### src/rtl/quad_encoder_rx_if.sv
// Bundle of signals between the quadrature encoder receiver and its controller.
// Encoder lines and the position clear go into the receiver; decoded results come back.
interface quad_encoder_rx_if #(
    parameter int POS_W = 16,
    parameter int SPD_W = 16
);
    logic             enc_a;
    logic             enc_b;
    logic             clr_pos;
    logic [POS_W-1:0] position;
    logic             dir_fb;
    logic [SPD_W-1:0] speed;
    // speed_valid is a single-cycle pulse with no ready: the consumer must take speed then.
    logic             speed_valid;
    logic             step_err;

    modport master (
        output enc_a, enc_b, clr_pos,
        input  position, dir_fb, speed, speed_valid, step_err
    );

    modport slave (
        input  enc_a, enc_b, clr_pos,
        output position, dir_fb, speed, speed_valid, step_err
    );
endinterface

### src/rtl/quad_encoder_rx.sv
// x4 quadrature decoder: synchronized A/B to signed position, direction, windowed speed.
// Define QUAD_ENC_GLITCH_FILTER_EN to insert a FILT_CYCLES stability filter after the synchronizers.
module quad_encoder_rx #(
    parameter int WINDOW_CYCLES = 500000,
    parameter int POS_W         = 16,
    parameter int SPD_W         = 16,
    parameter int FILT_CYCLES   = 4
) (
    input logic              clk,
    input logic              rst,
    quad_encoder_rx_if.slave bus
);
    localparam int WIN_W = (WINDOW_CYCLES > 1) ? $clog2(WINDOW_CYCLES) : 1;
    localparam logic [WIN_W-1:0] WIN_LAST = WIN_W'(WINDOW_CYCLES - 1);

    if (WINDOW_CYCLES < 1 || FILT_CYCLES < 1) begin : g_param_chk
        $error("quad_encoder_rx: WINDOW_CYCLES and FILT_CYCLES must be at least 1");
    end

    logic r_a_s1, r_a_s2, r_b_s1, r_b_s2;
    logic w_a, w_b;

    // Encoder lines are asynchronous; the synchronizer needs no reset.
    always_ff @(posedge clk) begin
        r_a_s1 <= bus.enc_a;
        r_a_s2 <= r_a_s1;
        r_b_s1 <= bus.enc_b;
        r_b_s2 <= r_b_s1;
    end

`ifdef QUAD_ENC_GLITCH_FILTER_EN
    localparam int FC_W = $clog2(FILT_CYCLES + 1);
    localparam logic [FC_W-1:0] FC_LAST = FC_W'(FILT_CYCLES - 1);

    logic [FC_W-1:0] r_a_cnt, r_b_cnt;
    logic            r_a_filt, r_b_filt;

    // The counter measures how long s2 has disagreed with the filtered value.
    always_ff @(posedge clk) begin
        if (!rst) begin
            r_a_cnt  <= '0;
            r_b_cnt  <= '0;
            r_a_filt <= r_a_s2;
            r_b_filt <= r_b_s2;
        end else begin
            if (r_a_s2 == r_a_filt) begin
                r_a_cnt <= '0;
            end else if (r_a_cnt == FC_LAST) begin
                r_a_cnt  <= '0;
                r_a_filt <= r_a_s2;
            end else begin
                r_a_cnt <= r_a_cnt + FC_W'(1);
            end
            if (r_b_s2 == r_b_filt) begin
                r_b_cnt <= '0;
            end else if (r_b_cnt == FC_LAST) begin
                r_b_cnt  <= '0;
                r_b_filt <= r_b_s2;
            end else begin
                r_b_cnt <= r_b_cnt + FC_W'(1);
            end
        end
    end

    assign w_a = r_a_filt;
    assign w_b = r_b_filt;
`else
    assign w_a = r_a_s2;
    assign w_b = r_b_s2;
`endif

    logic [1:0] r_ab_q;
    logic [1:0] w_cur;
    logic       w_fwd, w_rev, w_err, w_step;

    assign w_cur  = {w_a, w_b};
    assign w_step = w_fwd | w_rev;

    // Loading every cycle, reset included, means reset release never looks like a step.
    always_ff @(posedge clk) begin
        r_ab_q <= w_cur;
    end

    always_comb begin
        w_fwd = 1'b0;
        w_rev = 1'b0;
        w_err = 1'b0;
        case ({r_ab_q, w_cur})
            4'b00_10, 4'b10_11, 4'b11_01, 4'b01_00: w_fwd = 1'b1;
            4'b10_00, 4'b11_10, 4'b01_11, 4'b00_01: w_rev = 1'b1;
            4'b00_11, 4'b11_00, 4'b10_01, 4'b01_10: w_err = 1'b1;
            default: ;
        endcase
    end

    logic [POS_W-1:0] r_position;
    logic             r_dir_fb;
    logic             r_step_err;

    // clr_pos wins over a step or an error decoded in the same cycle.
    always_ff @(posedge clk) begin
        if (!rst) begin
            r_position <= '0;
            r_dir_fb   <= 1'b0;
            r_step_err <= 1'b0;
        end else begin
            if (w_fwd) begin
                r_dir_fb <= 1'b0;
            end else if (w_rev) begin
                r_dir_fb <= 1'b1;
            end
            if (bus.clr_pos) begin
                r_position <= '0;
                r_step_err <= 1'b0;
            end else begin
                if (w_fwd) begin
                    r_position <= r_position + POS_W'(1);
                end else if (w_rev) begin
                    r_position <= r_position - POS_W'(1);
                end
                if (w_err) begin
                    r_step_err <= 1'b1;
                end
            end
        end
    end

    logic [WIN_W-1:0] r_win_cnt;
    logic [SPD_W-1:0] r_acc;
    logic [SPD_W-1:0] r_speed;
    logic             r_speed_valid;
    logic [SPD_W-1:0] w_acc_next;
    logic             w_win_last;

    assign w_win_last = (r_win_cnt == WIN_LAST);
    assign w_acc_next = (w_step && (r_acc != '1)) ? r_acc + SPD_W'(1) : r_acc;

    // The closing cycle's own step is folded into the published speed.
    always_ff @(posedge clk) begin
        if (!rst) begin
            r_win_cnt     <= '0;
            r_acc         <= '0;
            r_speed       <= '0;
            r_speed_valid <= 1'b0;
        end else begin
            r_speed_valid <= w_win_last;
            if (w_win_last) begin
                r_win_cnt <= '0;
                r_acc     <= '0;
                r_speed   <= w_acc_next;
            end else begin
                r_win_cnt <= r_win_cnt + WIN_W'(1);
                r_acc     <= w_acc_next;
            end
        end
    end

    assign bus.position    = r_position;
    assign bus.dir_fb      = r_dir_fb;
    assign bus.step_err    = r_step_err;
    assign bus.speed       = r_speed;
    assign bus.speed_valid = r_speed_valid;
endmodule

### src/flat_wrapper.sv
// flat-port wrapper written by rule: the top's interface ports become plain ports
module quad_encoder_rx_flat 
#(
    parameter int WINDOW_CYCLES = 500000,
    parameter int POS_W         = 16,
    parameter int SPD_W         = 16,
    parameter int FILT_CYCLES   = 4
)
  (clk, rst, bus_enc_a, bus_enc_b, bus_clr_pos, bus_position, bus_dir_fb, bus_speed, bus_speed_valid, bus_step_err);
  quad_encoder_rx_if #(.POS_W(POS_W), .SPD_W(SPD_W)) bus_i ();
  input logic clk;
  input logic rst;
  input wire logic [$bits(bus_i.enc_a)-1:0] bus_enc_a;
  input wire logic [$bits(bus_i.enc_b)-1:0] bus_enc_b;
  input wire logic [$bits(bus_i.clr_pos)-1:0] bus_clr_pos;
  output wire logic [$bits(bus_i.position)-1:0] bus_position;
  output wire logic [$bits(bus_i.dir_fb)-1:0] bus_dir_fb;
  output wire logic [$bits(bus_i.speed)-1:0] bus_speed;
  output wire logic [$bits(bus_i.speed_valid)-1:0] bus_speed_valid;
  output wire logic [$bits(bus_i.step_err)-1:0] bus_step_err;
  assign bus_i.enc_a = bus_enc_a;
  assign bus_i.enc_b = bus_enc_b;
  assign bus_i.clr_pos = bus_clr_pos;
  assign bus_position = bus_i.position;
  assign bus_dir_fb = bus_i.dir_fb;
  assign bus_speed = bus_i.speed;
  assign bus_speed_valid = bus_i.speed_valid;
  assign bus_step_err = bus_i.step_err;
  quad_encoder_rx #(.WINDOW_CYCLES(WINDOW_CYCLES), .POS_W(POS_W), .SPD_W(SPD_W), .FILT_CYCLES(FILT_CYCLES)) u_core (.clk(clk), .rst(rst), .bus(bus_i));
endmodule
### config.mk
export PLATFORM = sky130hd
export DESIGN_NAME = quad_encoder_rx_flat
export DESIGN_NICKNAME = d
export VERILOG_FILES = /design/src/rtl/quad_encoder_rx_if.sv /design/src/rtl/quad_encoder_rx.sv /design/src/flat_wrapper.sv
export SDC_FILE = /design/constraint.sdc
export NUM_CORES = 1
export LEC_CHECK = 0
export BUFFER_PORTS_ARGS = -buffer_cell sky130_fd_sc_hd__buf_2
export CORE_UTILIZATION = 45
export DETAILED_ROUTE_END_ITERATION = 10
export MAX_ROUTING_LAYER = met4
export PLACE_DENSITY = 0.66
export SYNTH_ARGS = -nofsm -noshare
export SYNTH_HDL_FRONTEND = slang
export SYNTH_SLANG_ARGS = --single-unit
### constraint.sdc
create_clock -name clk -period 3 [get_ports clk]
set_clock_uncertainty 0.1 [all_clocks]
set_input_delay 0.3 -clock clk [delete_from_list [all_inputs] [get_ports clk]]
set_output_delay 0.3 -clock clk [all_outputs]
set_load 0.05 [all_outputs]
# [Word-level counts from Yosys, hierarchy flattened]
# Index checks and enable logic that the tools add are counted.
[word_totals] wordCells=46 output_inout_bits=35 reg_bits=76 romBits=0 latchBits=0 in_bits=5 n_memories=0 ramBits=0
[op_classes] add_sub_neg=4 shifts=0 n_reduce_logical=8 div_mod_pow=0 n_bitwise=2 order_cmp=0 muxes=6 n_eq_ne=14 multipliers=0
[op_table] operator="$mux 16" n=3
[op_table] operator="$add 16x1->16 const B" n=2
[op_table] operator="$eq 4x4->1 const B" n=6
[op_table] operator="$add 19x1->19 const B" n=1
[op_table] operator="$eq 19x19->1 const B" n=1
[op_table] operator="$ne 16x16->1 const B" n=1
[op_table] operator="$sub 16x1->16 const B" n=1
[op_table] operator="$eq 4x3->1 const B" n=3
[op_table] operator="$reduce_or 4->1" n=3
[op_table] operator="$eq 4x2->1 const B" n=2
[op_table] operator="$reduce_or 2->1" n=3
[op_table] operator="$eq 4x1->1 const B" n=1
[op_table] operator="$mux 1" n=3
[op_table] operator="$reduce_bool 2->1" n=1
[op_table] operator="$logic_and 1x1->1" n=1
[op_table] operator="$not 1->1" n=1
[op_table] operator="$or 1x1->1" n=1

# [Logic depth before layout (Yosys ltp)]
[depth] ltp_word=6 ltp_mapped=9

# [Worst setup path after synthesis]
# No wires, ideal clock.
[synth_path] path_kind="flip-flop to flip-flop" start="reg u_core.r_a_s2" end="reg u_core.r_position[14], in the netlist u_core.bus.position[14]" t_arrival_ns=2.750 period_less_slack_ns=2.936 setup_slack_ns=0.064 setup_time_ns=0.086 n_path_buf=0 path_stages_with_launch=10 required_time_ns=2.814 cell_sequence="dfxtp_1 > xor2_1 > nand2_1 > fa_1 > a211o_1 > a21oi_1 > o21ai_0 > a221oi_1 > xor2_1 > a211oi_1"
[synth_via] elab_chain_len=4 word_cells_on_any_way=14 classes_between="8 x eq/ne; 3 x mux; 3 x reduce/logical"
[synth_lines] element="start, declared" line_no="quad_encoder_rx.sv:20" source="logic r_a_s1, r_a_s2, r_b_s1, r_b_s2;"
[synth_lines] element="start signal, assigned" line_no="quad_encoder_rx.sv:26" source="r_a_s2 <= r_a_s1;"
[synth_lines] element="$eq 4x2->1, or another cell as far along" line_no="quad_encoder_rx.sv:88" source="case ({r_ab_q, w_cur})"
[synth_lines] element="$reduce_or 4->1" line_no="quad_encoder_rx.sv:88"
[synth_lines] element="$mux 1" line_no="quad_encoder_rx.sv:88"
[synth_lines] element="$mux 16 / $reduce_bool 2->1 (equally long branches)"
[synth_lines] element="end signal, assigned" line_no="quad_encoder_rx.sv:117" source="r_position <= r_position + POS_W'(1);"
[synth_lines] element="end signal, assigned" line_no="quad_encoder_rx.sv:119" source="r_position <= r_position - POS_W'(1);"
[synth_lines] element="end, declared" line_no="quad_encoder_rx.sv:96" source="logic [POS_W-1:0] r_position;"
# Parallel ways exist; a longest one is shown, timed or not.
# A chain may end at the register's enable or synchronous reset.

# [Worst setup path after layout]
[layout_path] start="reg u_core.r_b_s2" end="reg u_core.r_position[15], in the netlist u_core.bus.position[15]"
[layout_via] elab_chain_len=4 word_cells_on_any_way=14 classes_between="8 x eq/ne; 3 x mux; 3 x reduce/logical"
[layout_lines] element="start, declared" line_no="quad_encoder_rx.sv:20"
[layout_lines] element="start signal, assigned" line_no="quad_encoder_rx.sv:28" source="r_b_s2 <= r_b_s1;"
[layout_lines] element="$eq 4x2->1, or another cell as far along" line_no="quad_encoder_rx.sv:88"
[layout_lines] element="$reduce_or 4->1" line_no="quad_encoder_rx.sv:88"
[layout_lines] element="$mux 1" line_no="quad_encoder_rx.sv:88"
[layout_lines] element="$mux 16 / $reduce_bool 2->1 (equally long branches)"
# Parallel ways exist; a longest one is shown, timed or not.

==> out/summary.txt <==
First-pass GRT wire length -> 12650 µm
Power per cell area -> 601.0 nW/µm²
Crit path cell chain -> xnor2_1 -> nand2_2 -> buf_4 -> ha_1 -> and3_1 -> and4_1 -> o211a_1 -> o2111a_1 -> o31a_1 -> nor3_1
Status -> finished, final reports clean
Main flop type after synthesis -> dfxtp_1
# diodes -> 0
YS warnings -> 0
DR DRC count -> 0
Final setup fails -> 0
Max-slew violations -> 0
Remaining antenna violation count after routing -> 0
Routability Congestion -> 0.8996
Final Hold Vio Count -> 0
DIE AREA -> 8301 µm²
Worst path slowest cell -> ha_1
Grt total ovfl -> 0
CP arrival -> 2.94 ns
Vias in the first global route -> 2796
Share of cells above drive strength 1 -> 0.1812
Top post-synthesis cells by area -> dfxtp_1 43%, nor2_1 7.0%, xnor2_1 6.9%, ha_1 5.6%, xor2_1 3.7%
Top-area cell type share of the netlist area -> 0.4258
Critical R2R Launch -> u_core.r_b_s2
Worst vdd ir -> 0.0002569 V
Pwr Total -> 2.512 mW
Slew margin rel. -> 0.5034
Root buf cell -> clkbuf_8
CTS clk-pin slew, worst paths -> 0.08 ns
Synth cell types -> 48
WL final -> 7346 µm
Vias -> 2974
CP Launch Type -> flip-flop
Starting density of the core -> 0.4648
Clock Sinks -> 76
Fin area -> 4180 µm²
Worst hold slack -> 0.1764 ns
Seq/Total Area, Yosys -> 0.4258
Internal power -> 1.679 mW
Sw Share -> 0.3318
Crit path launch -> u_core.r_b_s2
CP Class -> reg2reg
Layout Cells excl Fill -> 560
DR vias/cell -> 5.311
Clk Latency, worst-skew pair -> 0.34 ns
Simple-Gate Fraction of Synth Area -> 0.2216
PortBufs -> 39
Nets -> 475
Register share of total power -> 0.437
Max capacitance violation total -> 0
Worst path max stage delay -> 0.35 ns
Post-synthesis mux area share -> 0.005952
Largest net degree at the start of global routing -> 29
CP Capture Type -> flip-flop
Largest area contributor in the netlist -> dfxtp_1
Adder-cell share of the synthesized area -> 0.06162
Post-layout min period -> 2.785 ns
CP Max Fanout -> 9
Initial antenna violation count -> 0
Seq cells post-synth -> 76
Post-synth net total -> 425
Hold path startpoint -> rst
# IOs -> 40
GRT Total Usage -> 0.1928
Synthesis-to-layout area growth -> 16.98%
Largest family of logic cells by synthesized area -> simple AND/OR/NAND/NOR gates
CTS tree -> yes
Sw Pwr -> 833.5 µW
Syn Area/Cell -> 8.867 µm²
Num CTS Buffers -> 9
Clk pwr share -> 0.301
Die height -> 91.11 µm
Gate Count Post-Synth -> 403
First drt pass iteration count -> 4
Site row count -> 32
Fmax -> 359.1 MHz
Comb power frac -> 0.262
CTS max path bufs -> 2
Worst-Margin Slew -> 0.7421 ns
XOR/XNOR Fraction of Synth Area -> 0.1099
EDFF count, synth -> 0
Final Cycle Share -> 0.9282
Async SR Flop Fraction -> 0
Setup TNS -> 0 ns
H-tree Lvls -> 3
Fillers -> 738
Drt wl/cell -> 13.12 µm
Area of the core -> 7687 µm²
Chip width -> 91.11 µm
CP top delay family -> simple AND/OR/NAND/NOR gates
DP Area -> 3940 µm²
Hold WC Path Type -> in2reg
HPWL Detailed -> 5340 µm
CP bufs+invs -> 1
CP required -> 3.16 ns
Inst Count DP -> 542
DR iter-0 viols -> 116
Leak -> 1.689 nW
Synthesized area -> 3573 µm²
RSZ-0062 raised after global routing -> false
Compound-cell area share of the yosys netlist -> 0.1488
## flip-flops by register name, indices dropped and copies added, names as in the netlist
signal                  count
u_core.bus.speed           16
u_core.bus.position        16
u_core.r_win_cnt           19
u_core.r_ab_q               2
u_core.bus.speed_valid      1
u_core.r_a_s2               1
u_core.r_b_s1               1
u_core.r_b_s2               1
u_core.bus.step_err         1
u_core.r_a_s1               1
u_core.r_acc               16
u_core.bus.dir_fb           1
## synth_stat cells, types with 2 or more instances
cell and count:
a211o_1 2, a211oi_1 14, a21o_1 5, a21oi_1 22, a311oi_1 2, a31oi_1 2
and2_1 2, and3_1 5, and4_1 6, buf_2 9, clkbuf_1 3, dfxtp_1 76
ha_1 16, inv_1 10, nand2_1 24, nand2b_1 3, nand3_1 22, nand3b_1 2
nand4_1 9, nor2_1 67, nor3_1 5, nor3_2 3, nor4_1 7, o211a_1 2
o211ai_1 2, o21a_1 4, o21ai_0 13, o21bai_1 2, or2_2 3, or3_1 2
xnor2_1 28, xor2_1 15
## worst reg2reg max path, stage by stage, from the launching register on
cell      delay, ns
dfxtp_1        0.34
xnor2_1        0.26
nand2_2        0.18
buf_4          0.22
ha_1           0.35
and3_1         0.24
and4_1         0.23
o211a_1        0.13
o2111a_1       0.26
o31a_1         0.27
nor3_1         0.12
## cells by family after synthesis
kind of cell    count (synthesis)
flops                          76
compound gates                 79
simple gates                  163
buf+inv                        22
mux                             2
fa+ha+maj                      17
xor+xnor                       44
## final timing paths
check | cells past startpoint | slack, ns | end
worst max-delay path | 10 | 0.22 | u_core.bus.position[15]
worst min register to register | 0 | 0.23 | u_core.r_b_s2
worst min-delay path | 3 | 0.18 | u_core.bus.speed[7]
worst max register to register | 10 | 0.22 | u_core.bus.position[15]
## power by group through the flow
stage	clock network [mW]	logic [mW]	registers [mW]
finish	0.757	0.658	1.10
global route	0.829	0.726	1.10
CTS	0.788	0.636	1.10
detailed placement	0	0.630	1.12
global placement	0	0.629	1.12
floorplan	0	0.392	1.21
## timing repair
item                                    CTS  global route
setup buffers                             0             0
hold buffers                              2             0
gates resized for setup                   1             7
endpoints found under the hold margin     2             0
endpoints found under the setup margin    1             5
## stage by stage
stage,util,setup WS (ns)
final,0.5438,0.2153
after global routing,0.5438,0.03954
after CTS,0.5402,0.06099
after detailed placement,0.5125,0.01908
after global placement,0.5125,0.1194
after floorplan,-,0.06440
## metal layers
| layer | wire length [µm] | GRT usage | vias to the layer above |
|---|---|---|---|
| met3 | 231 | 0.03183 | 15 |
| met4 | 136 | 0.08466 | 0 |
| li1 | - | - | 1533 |
| met1 | 3765 | 0.2576 | 1379 |
| met5 | 0 | - | - |
| met2 | 3212 | 0.2872 | 47 |
## cells in the final DEF, fill, tap and decap left out, drive strengths merged, types with 10 or more instances in the layout
cell type,Yosys,routed
a211oi,15,15
a21oi,22,22
buf,9,49
clkbuf,3,10
dfxtp,76,76
ha,16,16
inv,10,11
nand2,24,24
nand3,22,22
nor2,67,67
o21ai,14,14
xnor2,28,28
xor2,16,16
## cell type report
type	count	area, µm²	share of cell area
inverters	10	37.54	0.008979
well taps	102	127.6	0.03053
clock buffers	10	127.6	0.03053
repair buffers	51	302.8	0.07243
clock inverters	6	62.56	0.01497
multi-input cells	305	2001	0.4786
flip-flops and latches	76	1521	0.3640
Note: power is estimated with default switching activity, not from simulation.
